$ cat src/rtl/axil_wb_pkg.sv
// Shared types for the AXI4-lite read to Wishbone bridge.
//   axi_resp_t : 2-bit AXI response code (OKAY / SLVERR / DECERR)
//   rd_state_t : bridge FSM state (IDLE / BUSY / FLUSH)
package axil_wb_pkg;

  typedef logic [1:0] axi_resp_t;

  localparam axi_resp_t RESP_OKAY   = 2'b00;
  localparam axi_resp_t RESP_SLVERR = 2'b10;
  localparam axi_resp_t RESP_DECERR = 2'b11;

  typedef enum logic [1:0] {
    IDLE  = 2'd0,
    BUSY  = 2'd1,
    FLUSH = 2'd2
  } rd_state_t;

endpackage

$ cat src/rtl/axil_rsp_fifo.sv
// First-word-fall-through response FIFO with asynchronous active-high reset.
//   i_clk, i_reset     : clock, async reset (empties the FIFO)
//   i_push, i_data     : write port; dropped when full unless a pop happens in the same cycle
//   i_pop              : consume the head word; ignored when empty
//   o_data             : head word, zero while empty
//   o_empty, o_full    : occupancy flags
module axil_rsp_fifo #(
  parameter int unsigned WIDTH   = 34,
  parameter int unsigned LGDEPTH = 3
) (
  input  logic             i_clk,
  input  logic             i_reset,
  input  logic             i_push,
  input  logic [WIDTH-1:0] i_data,
  input  logic             i_pop,
  output logic [WIDTH-1:0] o_data,
  output logic             o_empty,
  output logic             o_full
);

  localparam int unsigned DEPTH = 1 << LGDEPTH;
  localparam int unsigned PW    = LGDEPTH + 1;

  logic [WIDTH-1:0] mem [DEPTH];
  logic [PW-1:0]    wr_ptr;
  logic [PW-1:0]    rd_ptr;
  logic             do_push_c;
  logic             do_pop_c;

  // Extra pointer bit distinguishes full from empty.
  assign o_empty   = (wr_ptr == rd_ptr);
  assign o_full    = (wr_ptr[LGDEPTH-1:0] == rd_ptr[LGDEPTH-1:0]) &&
                     (wr_ptr[LGDEPTH] != rd_ptr[LGDEPTH]);
  assign do_pop_c  = i_pop && !o_empty;
  assign do_push_c = i_push && (!o_full || do_pop_c);

  // Head is gated so the read data reads zero whenever nothing is queued.
  assign o_data = o_empty ? '0 : mem[rd_ptr[LGDEPTH-1:0]];

  // Storage array, no reset needed: only read through the empty gate.
  always_ff @(posedge i_clk) begin
    if (do_push_c) begin
      mem[wr_ptr[LGDEPTH-1:0]] <= i_data;
    end
  end

  // Pointer update.
  always_ff @(posedge i_clk or posedge i_reset) begin
    if (i_reset) begin
      wr_ptr <= '0;
      rd_ptr <= '0;
    end else begin
      if (do_push_c) wr_ptr <= wr_ptr + PW'(1);
      if (do_pop_c)  rd_ptr <= rd_ptr + PW'(1);
    end
  end

endmodule

$ cat src/rtl/axil_rd2wb_pipe.sv
// AXI4-lite read channel to pipelined Wishbone master bridge.
// Up to 2**LGFIFO reads may be in flight; responses are buffered in a FWFT FIFO
// so R-channel backpressure never loses data. A bus error aborts the cycle and
// every still-outstanding read is answered with SLVERR, preserving AXI order.
// Optional macro AXILRD2WB_TIMEOUT_EN adds an ack timeout (TMO_CYCLES) that
// aborts like an error but answers the affected reads with DECERR.
// Ports:
//   i_clk, i_reset                  : clock, async active-high reset
//   i_axi_ar{valid,addr,prot}, o_axi_arready        : AR channel (word address)
//   o_axi_r{valid,data,resp}, i_axi_rready          : R channel
//   o_wb_{cyc,stb,addr,sel}, i_wb_{stall,ack,data,err} : Wishbone master
module axil_rd2wb_pipe
  import axil_wb_pkg::*;
#(
  parameter  int unsigned C_AXI_DATA_WIDTH = 32,
  parameter  int unsigned C_AXI_ADDR_WIDTH = 28,
  parameter  int unsigned LGFIFO           = 3,
  parameter  int unsigned TMO_CYCLES       = 255,
  localparam int unsigned DW               = C_AXI_DATA_WIDTH,
  localparam int unsigned AW               = C_AXI_ADDR_WIDTH - $clog2(C_AXI_DATA_WIDTH / 8)
) (
  input  logic            i_clk,
  input  logic            i_reset,
  input  logic            i_axi_arvalid,
  output logic            o_axi_arready,
  input  logic [AW-1:0]   i_axi_araddr,
  input  logic [2:0]      i_axi_arprot,
  output logic            o_axi_rvalid,
  input  logic            i_axi_rready,
  output logic [DW-1:0]   o_axi_rdata,
  output logic [1:0]      o_axi_rresp,
  output logic            o_wb_cyc,
  output logic            o_wb_stb,
  output logic [AW-1:0]   o_wb_addr,
  output logic [DW/8-1:0] o_wb_sel,
  input  logic            i_wb_stall,
  input  logic            i_wb_ack,
  input  logic [DW-1:0]   i_wb_data,
  input  logic            i_wb_err
);

  localparam int unsigned CW   = LGFIFO + 1;
  localparam int unsigned FLEN = 1 << LGFIFO;
  localparam int unsigned TW   = $clog2(TMO_CYCLES + 1);

  rd_state_t     state, state_nxt;
  logic [CW-1:0] inflight, inflight_nxt;
  logic [CW-1:0] wbout, wbout_nxt;
  logic [CW-1:0] flushcnt, flushcnt_nxt;
  axi_resp_t     flush_resp, flush_resp_nxt;
  logic          stb_nxt;
  logic [AW-1:0] addr_nxt;

  logic          ar_hs_c, r_hs_c, wb_acc_c, ack_c, err_c, tmo_c, abort_c;
  logic          push_c;
  logic [DW+1:0] push_data_c;
  logic [DW+1:0] fifo_head;
  logic          fifo_empty, fifo_full;
  logic          unused_c;

  assign unused_c = ^{i_axi_arprot, fifo_full, TW'(TMO_CYCLES)};
  assign o_wb_sel = '1;

  // Bus events; ack/err outside BUSY are ignored and err wins over ack.
  assign ack_c    = (state == BUSY) && i_wb_ack && !i_wb_err;
  assign err_c    = (state == BUSY) && i_wb_err;
  assign abort_c  = err_c || tmo_c;
  assign wb_acc_c = o_wb_stb && !i_wb_stall;

  // No new request during an abort cycle so the flush count stays exact.
  assign o_axi_arready = !i_reset && (state != FLUSH) && (inflight < CW'(FLEN)) &&
                         (!o_wb_stb || !i_wb_stall) && !abort_c;
  assign ar_hs_c = i_axi_arvalid && o_axi_arready;
  assign r_hs_c  = o_axi_rvalid && i_axi_rready;

  assign inflight_nxt = inflight + CW'(ar_hs_c) - CW'(r_hs_c);

`ifdef AXILRD2WB_TIMEOUT_EN
  logic [TW-1:0] tmo_cnt;

  // Fires when acks stop arriving; a simultaneous ack or err takes priority.
  assign tmo_c = (state == BUSY) && (wbout != '0) && (tmo_cnt == TW'(TMO_CYCLES)) &&
                 !i_wb_ack && !i_wb_err;

  // Ack timeout counter: runs only while beats are outstanding.
  always_ff @(posedge i_clk or posedge i_reset) begin
    if (i_reset) begin
      tmo_cnt <= '0;
    end else if ((state != BUSY) || (wbout == '0) || i_wb_ack || i_wb_err) begin
      tmo_cnt <= '0;
    end else if (tmo_cnt != TW'(TMO_CYCLES)) begin
      tmo_cnt <= tmo_cnt + TW'(1);
    end
  end
`else
  assign tmo_c = 1'b0;
`endif

  // Next-state, strobe and response-push logic.
  always_comb begin
    state_nxt      = state;
    wbout_nxt      = wbout;
    flushcnt_nxt   = flushcnt;
    flush_resp_nxt = flush_resp;
    stb_nxt        = o_wb_stb;
    addr_nxt       = o_wb_addr;
    push_c         = 1'b0;
    push_data_c    = '0;

    // At most one strobe is pending: a new AR is only taken as the old one leaves.
    if (ar_hs_c) begin
      stb_nxt  = 1'b1;
      addr_nxt = i_axi_araddr;
    end else if (wb_acc_c) begin
      stb_nxt = 1'b0;
    end

    case (state)
      IDLE: begin
        if (ar_hs_c) state_nxt = BUSY;
      end
      BUSY: begin
        if (abort_c) begin
          // Answer the failing beat now; the rest (acked-pending plus any
          // strobe still on the bus) are answered one per cycle in FLUSH.
          push_c         = 1'b1;
          flush_resp_nxt = tmo_c ? RESP_DECERR : RESP_SLVERR;
          push_data_c    = {flush_resp_nxt, DW'(0)};
          flushcnt_nxt   = wbout - CW'(1) + CW'(o_wb_stb);
          wbout_nxt      = '0;
          stb_nxt        = 1'b0;
          state_nxt      = (flushcnt_nxt == '0) ? IDLE : FLUSH;
        end else begin
          wbout_nxt = wbout + CW'(wb_acc_c) - CW'(ack_c);
          if (ack_c) begin
            push_c      = 1'b1;
            push_data_c = {RESP_OKAY, i_wb_data};
          end
          if ((wbout_nxt == '0) && !stb_nxt) state_nxt = IDLE;
        end
      end
      FLUSH: begin
        push_c       = 1'b1;
        push_data_c  = {flush_resp, DW'(0)};
        flushcnt_nxt = flushcnt - CW'(1);
        if (flushcnt_nxt == '0) state_nxt = IDLE;
      end
      default: state_nxt = IDLE;
    endcase
  end

  // State and counter registers.
  always_ff @(posedge i_clk or posedge i_reset) begin
    if (i_reset) begin
      state      <= IDLE;
      inflight   <= '0;
      wbout      <= '0;
      flushcnt   <= '0;
      flush_resp <= RESP_OKAY;
      o_wb_cyc   <= 1'b0;
      o_wb_stb   <= 1'b0;
      o_wb_addr  <= '0;
    end else begin
      state      <= state_nxt;
      inflight   <= inflight_nxt;
      wbout      <= wbout_nxt;
      flushcnt   <= flushcnt_nxt;
      flush_resp <= flush_resp_nxt;
      o_wb_cyc   <= (state_nxt == BUSY);
      o_wb_stb   <= stb_nxt;
      o_wb_addr  <= addr_nxt;
    end
  end

  axil_rsp_fifo #(
    .WIDTH  (DW + 2),
    .LGDEPTH(LGFIFO)
  ) u_rsp_fifo (
    .i_clk  (i_clk),
    .i_reset(i_reset),
    .i_push (push_c),
    .i_data (push_data_c),
    .i_pop  (r_hs_c),
    .o_data (fifo_head),
    .o_empty(fifo_empty),
    .o_full (fifo_full)
  );

  assign o_axi_rvalid = !fifo_empty;
  assign o_axi_rdata  = fifo_head[DW-1:0];
  assign o_axi_rresp  = fifo_head[DW+1:DW];

endmodule

$ cat config.mk
export PLATFORM = sky130hd
export DESIGN_NAME = axil_rd2wb_pipe
export DESIGN_NICKNAME = d
export VERILOG_FILES = /design/src/rtl/axil_wb_pkg.sv /design/src/rtl/axil_rsp_fifo.sv /design/src/rtl/axil_rd2wb_pipe.sv
export SDC_FILE = /design/constraint.sdc
export NUM_CORES = 1
export LEC_CHECK = 0
export ABC_AREA = 1
export CORE_UTILIZATION = 50
export CTS_CLUSTER_SIZE = 24
export DETAILED_ROUTE_END_ITERATION = 10
export GPL_TIMING_DRIVEN = 0
export MAX_ROUTING_LAYER = met4
export PLACE_DENSITY = 0.72
export SYNTH_ARGS = -nofsm -noshare
export SYNTH_HDL_FRONTEND = slang
export SYNTH_SLANG_ARGS = --single-unit
export TNS_END_PERCENT = 100
$ cat constraint.sdc
create_clock -name i_clk -period 6.8 [get_ports i_clk]
set_input_delay 1.02 -clock i_clk [delete_from_list [all_inputs] [get_ports i_clk]]
set_output_delay 1.02 -clock i_clk [all_outputs]
set_load 0.02 [all_outputs]
Word-level counts from Yosys, hierarchy flattened
Memories as Yosys holds them, arrays and structs flattened.
Cells that the tools add are included.
- register bits: 51
- input port bits: 68
- memory bits (read-only): 0
- output and inout port bits: 68
- memories kept: 1
- bits in latches: 0
- bits in writable memories: 272
- memory list (memory ; words ; width ; rd ports ; clocked after memory_dff ; wr ports ; line ; RTL):
    u_rsp_fifo.mem ; 8 ; 34 ; 1 ; 0 ; 1 ; axil_rsp_fifo.sv:24 ; logic [WIDTH-1:0] mem [DEPTH];
- shift operators: 0
- multipliers: 0
- $lt $le $gt $ge: 1
- equal/unequal tests: 8
- reductions and logical operators: 31
- add/sub/neg operators: 9
- muxes and demuxes: 22
- bitwise logic cells: 0
- div/mod/pow operators: 0
- operators with widths (kind ; number):
    34-bit 2-to-1 mux ; 2
    34-bit one-hot mux with 2 select lines ; 1
    32-bit 2-to-1 mux ; 1
    1-bit logical AND ; 14
    4-bit by 1-bit adder with 4-bit output ; 3
    4-bit logical NOT ; 3
    2-bit 2-to-1 mux ; 5
    4-bit by 1-bit adder with 4-bit output, second input constant ; 2
    1-bit logical NOT ; 8
    1-bit 2-to-1 mux ; 8
    4-bit 2-to-1 mux ; 2
    4-bit one-hot mux with 2 select lines ; 1
    4-bit by 1-bit subtractor with 4-bit output ; 2
    4-bit by 1-bit subtractor with 4-bit output, second input constant ; 2
    2-bit one-hot mux with 3 select lines ; 1
    2-bit by 1-bit == test with 1-bit output, second input constant ; 2
    4-bit == test ; 1
    4-bit less-than comparator, second input constant ; 1
    2-bit != test, second input constant ; 2
    2-bit AND reduction ; 2
    3-bit == test ; 1
    2-bit == test, second input constant ; 1
    2-bit logical NOT ; 1
    1-bit logical OR ; 2
    other kinds (3) ; 3

Depth between registers and ports, before layout
- depth after elaboration: 13
- mapped depth: 19

Modules after synthesis
A second synthesis with hierarchy kept.
- cell total of the unflattened synthesis: 1241
- area, all modules: 13808.2 sq um
- by module, submodules not included (module ; cells an instance ; area each (sq um) ; times used ; seq. area each (sq um)):
    axil_rsp_fifo ; 887 ; 11208.2 ; 1 ; 8368.0
    axil_rd2wb_pipe ; 354 ; 2600.0 ; 1 ; 1076.0

Worst setup path after synthesis
OpenSTA, ideal clock, no wires.
- path kind: input to register
- from: input port i_wb_err
- to: memory u_rsp_fifo.mem[6][0], enable pin
- cell stages on the path: 6
- data required time: 6.294 ns
- arrival: 4.600 ns
- setup time: 0.506 ns
- slack: 1.694 ns
- path through: nand2_2 nand2_2 nand2_1 nand2_1 nand2_4 nor4_1
- word-level cells in the longest chain between the ends: 8
- elaborated cells on any way between the ends: 9
- classes of those cells: mux: 5; reduce/logical: 4
- RTL lines (element ; line ; RTL):
    from (decl) ; axil_rd2wb_pipe.sv:39 ; input logic i_wb_err
    1-bit logical NOT ; axil_rd2wb_pipe.sv:65 ; assign ack_c = (state == BUSY) && i_wb_ack && !i_wb_err;
    1-bit logical AND ; axil_rd2wb_pipe.sv:65 ;
    1-bit 2-to-1 mux ; axil_rd2wb_pipe.sv:135 ; if (ack_c) begin
    1-bit 2-to-1 mux (*) ; axil_rd2wb_pipe.sv:123 ; if (abort_c) begin
    1-bit one-hot mux with 2 select lines (*) ; axil_rd2wb_pipe.sv:118 ; case (state)
    1-bit logical AND (*) ; axil_rsp_fifo.sv:35 ; assign do_push_c = i_push && (!o_full || do_pop_c);
    1-bit 2-to-1 mux (*) ; axil_rsp_fifo.sv:42 ; if (do_push_c) begin
    1-bit 2-to-1 mux (implied by the code) (*) ; axil_rsp_fifo.sv:43 ; mem[wr_ptr[LGDEPTH-1:0]] <= i_data;
    to (decl) ; axil_rsp_fifo.sv:24 ;
Every way passes the cells marked *; elsewhere a longest branch is shown, timed or not.

Final worst setup path
- from: register u_rsp_fifo.rd_ptr[2]
- to: output port o_axi_rdata[19]
- word-level cells in the longest chain between the ends: 2
- elaborated cells on any way between the ends: 3
- classes of those cells: eq/ne: 1; mux: 1; memory: 1
- RTL lines (element ; line ; RTL):
    from (decl) ; axil_rsp_fifo.sv:26 ; logic [PW-1:0] rd_ptr;
    from (signal assigned) ; axil_rsp_fifo.sv:54 ; if (do_pop_c) rd_ptr <= rd_ptr + PW'(1);
    memory 8 x 34 bit or 4-bit == test (tied branches) ; n/a ;
    34-bit 2-to-1 mux (*) ; axil_rsp_fifo.sv:38 ; assign o_data = o_empty ? '0 : mem[rd_ptr[LGDEPTH-1:0]];
    to (decl) ; axil_rd2wb_pipe.sv:30 ; output logic [DW-1:0] o_axi_rdata,
Marks and branches as above.

==> summary.md <==
| Metric | Value |
|---|---|
| Final ANT Viol Nets | 0 |
| Clock share of power | 21.6% |
| Top FF cell, synth | edfxtp_1 |
| Internal power | roughly 0.0045 W |
| Drt first pass iters | 5 |
| Met3 usage | 3.77% |
| Die height | 165 um |
| Number of global-route vias before repair | between 9000 and 10000 |
| Setup CP Type | flip-flop to output port |
| Port buffer count | 127 |
| Slew Limit Fails | 0 |
| Clk sink count | 315 |
| GRT Overall Usage | 24.8% |
| H-tree depth | 1 |
| Comb pwr share | 45.9% |
| Post-synth EDFFs | 264 |
| Die Wd | between 150 and 200 um |
| Met2 usage | about 41% |
| CP startpoint | u_rsp_fifo.rd_ptr[2] |
| Drt drc | 0 |
| DR iter-0 viols | ~890 |
| Max Buffers Root-to-Sink | 3 |
| Post-CTS Setup Bufs | 0 |
| Arr. time, crit path | between 3000 and 4000 ps |
| Leakage | 6.29 nW |
| CTS tree | built |
| HPWL Detailed | 20600 um |
| Gr ovfl total | 0 |
| Worst r2r src | state[1] |
| Crit start category | flip-flop |
| Yosys cell types | 32 |
| Final wirelength | 31600 um |
| Final WS setup | 2720 ps |
| Outcome | finished clean |
| Average wire per standard cell | between 15 and 20 um |
| Clock Latency Late Sink | 560 ps |
| Met1 Usage GRT | 32.3% |
| Net switching fraction of the power | 39.4% |
| WP data required | 5780 ps |
| Die area | 27100 um2 |
| Tcrit/Tclk final | 60.0% |
| Highest Clock Rate | between 200 and 250 MHz |
| Peak VDD IR | 0.338 mV |
| Clock buffer count from CTS | 31 |
| # hold bufs at CTS | 0 |
| Worst-path maximum fanout | 10 |
| Fin nets | between 1000 and 1500 |
| Post-Syn Instances | 1158 |
| Root buf cell | clkbuf_16 |
| Pre-CTS setup slack | 3210 ps |
| Non-filler instance count after layout | roughly 1700 |
| Final setup fails | 0 |
| Sequential share of power | 32.5% |
| Post-synthesis register bit count | 315 |
| Max cap viols | 0 |
| Tmin final | 4080 ps |
| Syn avg cell area | 11.4 um2 |
| Core area | roughly 26000 um2 |
| Rows | 59 |
| Via density | between 5 and 6 |
| Placed Cells incl. Taps | 1636 |
| Initial Util | 51.0% |
| R2R Setup Slk | 3880 ps |
| Layout area overhead | 22.0% |
| Hold crit path type | flip-flop to flip-flop |
| Vias | about 9100 |
| Final setup skew | roughly 7.7 ps |
| Asr flop ratio synth | 16.2% |
| Initial antenna violation count | 1 |
| Post_cts resized | 0 |
| Power density cells | between 400 and 500 nW/um2 |
| RSZ-0062 raised after global routing | false |
| Mapped Area | approximately 13000 um2 |
| Net switching power | between 0.002 and 0.003 W |
| CTS clock-pin slew for the worst setup and hold paths | 60 ps |
| Largest net degree at the start of global routing | 38 |
| # IOs | 136 |
| Fin. Hold Viols | 0 |
| Synth warnings | 0 |
| Layout cell share with drive strength beyond 1 | 9.12% |
| First-pass GRT wire length | about 49000 um |
| RD Place Congestion | 0.804 |
| Max_slew headroom | between 50% and 60% |
| Worst Max-Slew Pin Slew | roughly 640 ps |
| Global routing's busiest layer | met2 |
| Crit path capture type | output port |
| Hold_sp | flush_resp[1] |
| Sequential share of the synthesized area | 69.5% |
synthesized netlist by cell type (7+ instances only):
cell | count | area [um2]
a31oi_1 | 33 | 206
buf_2 | 23 | 115
buf_4 | 11 | 82.6
buf_6 | 7 | 78.8
clkbuf_1 | 27 | 101
dfrtp_1 | 51 | 1280
edfxtp_1 | 264 | 7930
ha_1 | 19 | 238
inv_1 | 68 | 255
nand2_1 | 135 | 507
nand3_1 | 13 | 65.1
nor2_1 | 247 | 927
o21ai_0 | 144 | 721
o21ai_1 | 35 | 175
o22ai_1 | 35 | 219
power groups by stage:
stage	Clock, W	Sequential, W	Combinational [W]
final	0.00162	0.00243	0.00343
after global routing	0.00172	0.00245	0.00378
after CTS	0.00163	0.00243	0.00345
after detailed placement	0	0.00246	0.00342
after global placement	0	0.00246	0.00332
after floorplan	0	0.00254	0.00196
cell type report:
type                            count  area, um2
Fill cell                        2034       9830
Sequential cell                   315       9200
Multi-Input combinational cell    705       3440
Timing Repair Buffer              140       1470
Clock buffer                       41        813
Tap cell                          335        419
Buffer                             68        378
Inverter                           73        280
Clock inverter                     17        144
Antenna cell                        1       2.50
logic make-up after synthesis:
kind of cell,count (synthesis),share of synthesized area (%)
AOI/OAI and AO/OA,256,10.4
DFF,315,69.5
other,2,0.0567
adders and majority gates,21,2.10
and+or+nand+nor,411,12.2
xor gates and xnor gates,12,0.794
buffers and inverters,141,4.97
metrics by stage:
stage	TNS, ps	hold slack [ps]	instance area (um2)	util, %	power (W)
finish	0	463	16200	62.2	0.00748
global route	0	495	16200	62.2	0.00795
global placement	-41550	437	14900	57.5	0.00579
detailed placement	0	440	15200	58.5	0.00588
floorplan	0	423	13300	-	0.00450
CTS	0	462	16100	62.1	0.00750
sequential cells by signal, summed over array words and instances, names as in the netlist:
register and count:
u_rsp_fifo.mem 264, o_wb_addr 26, flushcnt 4, inflight 4, u_rsp_fifo.rd_ptr 4, u_rsp_fifo.wr_ptr 4, wbout 4, state 2
flush_resp 1, o_wb_cyc 1, o_wb_stb 1
per-layer routing:
metal	up-vias	share of wire, %
met3	60	7.3
met4	0	2.3
met2	375	48
li1	4352	-
met5	-	0
met1	4345	42
cell usage in the layout (no fill, tap or decap), types with 5 or more instances in the layout:
| master | Yosys | layout |
|---|---|---|
| buf_2 | 23 | 23 |
| clkinv_2 | 1 | 9 |
| clkbuf_16 | 0 | 31 |
| inv_1 | 68 | 67 |
| buf_6 | 7 | 7 |
| xor2_1 | 6 | 6 |
| o21ai_1 | 35 | 35 |
| clkbuf_1 | 27 | 37 |
| buf_4 | 11 | 16 |
| ha_1 | 19 | 19 |
| buf_12 | 0 | 8 |
| o22ai_1 | 35 | 35 |
| nor2_4 | 1 | 8 |
| nand3_1 | 13 | 13 |
| conb_1 | 2 | 5 |
| o21ai_0 | 144 | 144 |
| dfrtp_1 | 51 | 51 |
| a31oi_1 | 33 | 33 |
| nor2_1 | 247 | 244 |
| nand2_1 | 135 | 135 |
| clkdlybuf4s50_1 | 0 | 127 |
| xnor2_1 | 6 | 6 |
| nand2_2 | 5 | 5 |
| edfxtp_1 | 264 | 264 |
| a21oi_1 | 6 | 6 |
critical path, cell delays in order (launching register included):
cell             delay (ps)
dfrtp_1                 430
inv_1                   200
clkbuf_1                480
clkbuf_1                560
a31oi_1                 240
clkdlybuf4s50_1         590
worst paths after layout:
kind,cells after the start,to
setup reg to reg,16,o_wb_cyc
hold reg to reg,2,flush_resp[1]
setup / recovery,5,o_axi_rdata[19]
min in group asynchronous,2,flushcnt[2]
max in group asynchronous,3,o_wb_addr[18]
hold / removal,2,flush_resp[1]
Power figures use the tool's default switching activity.
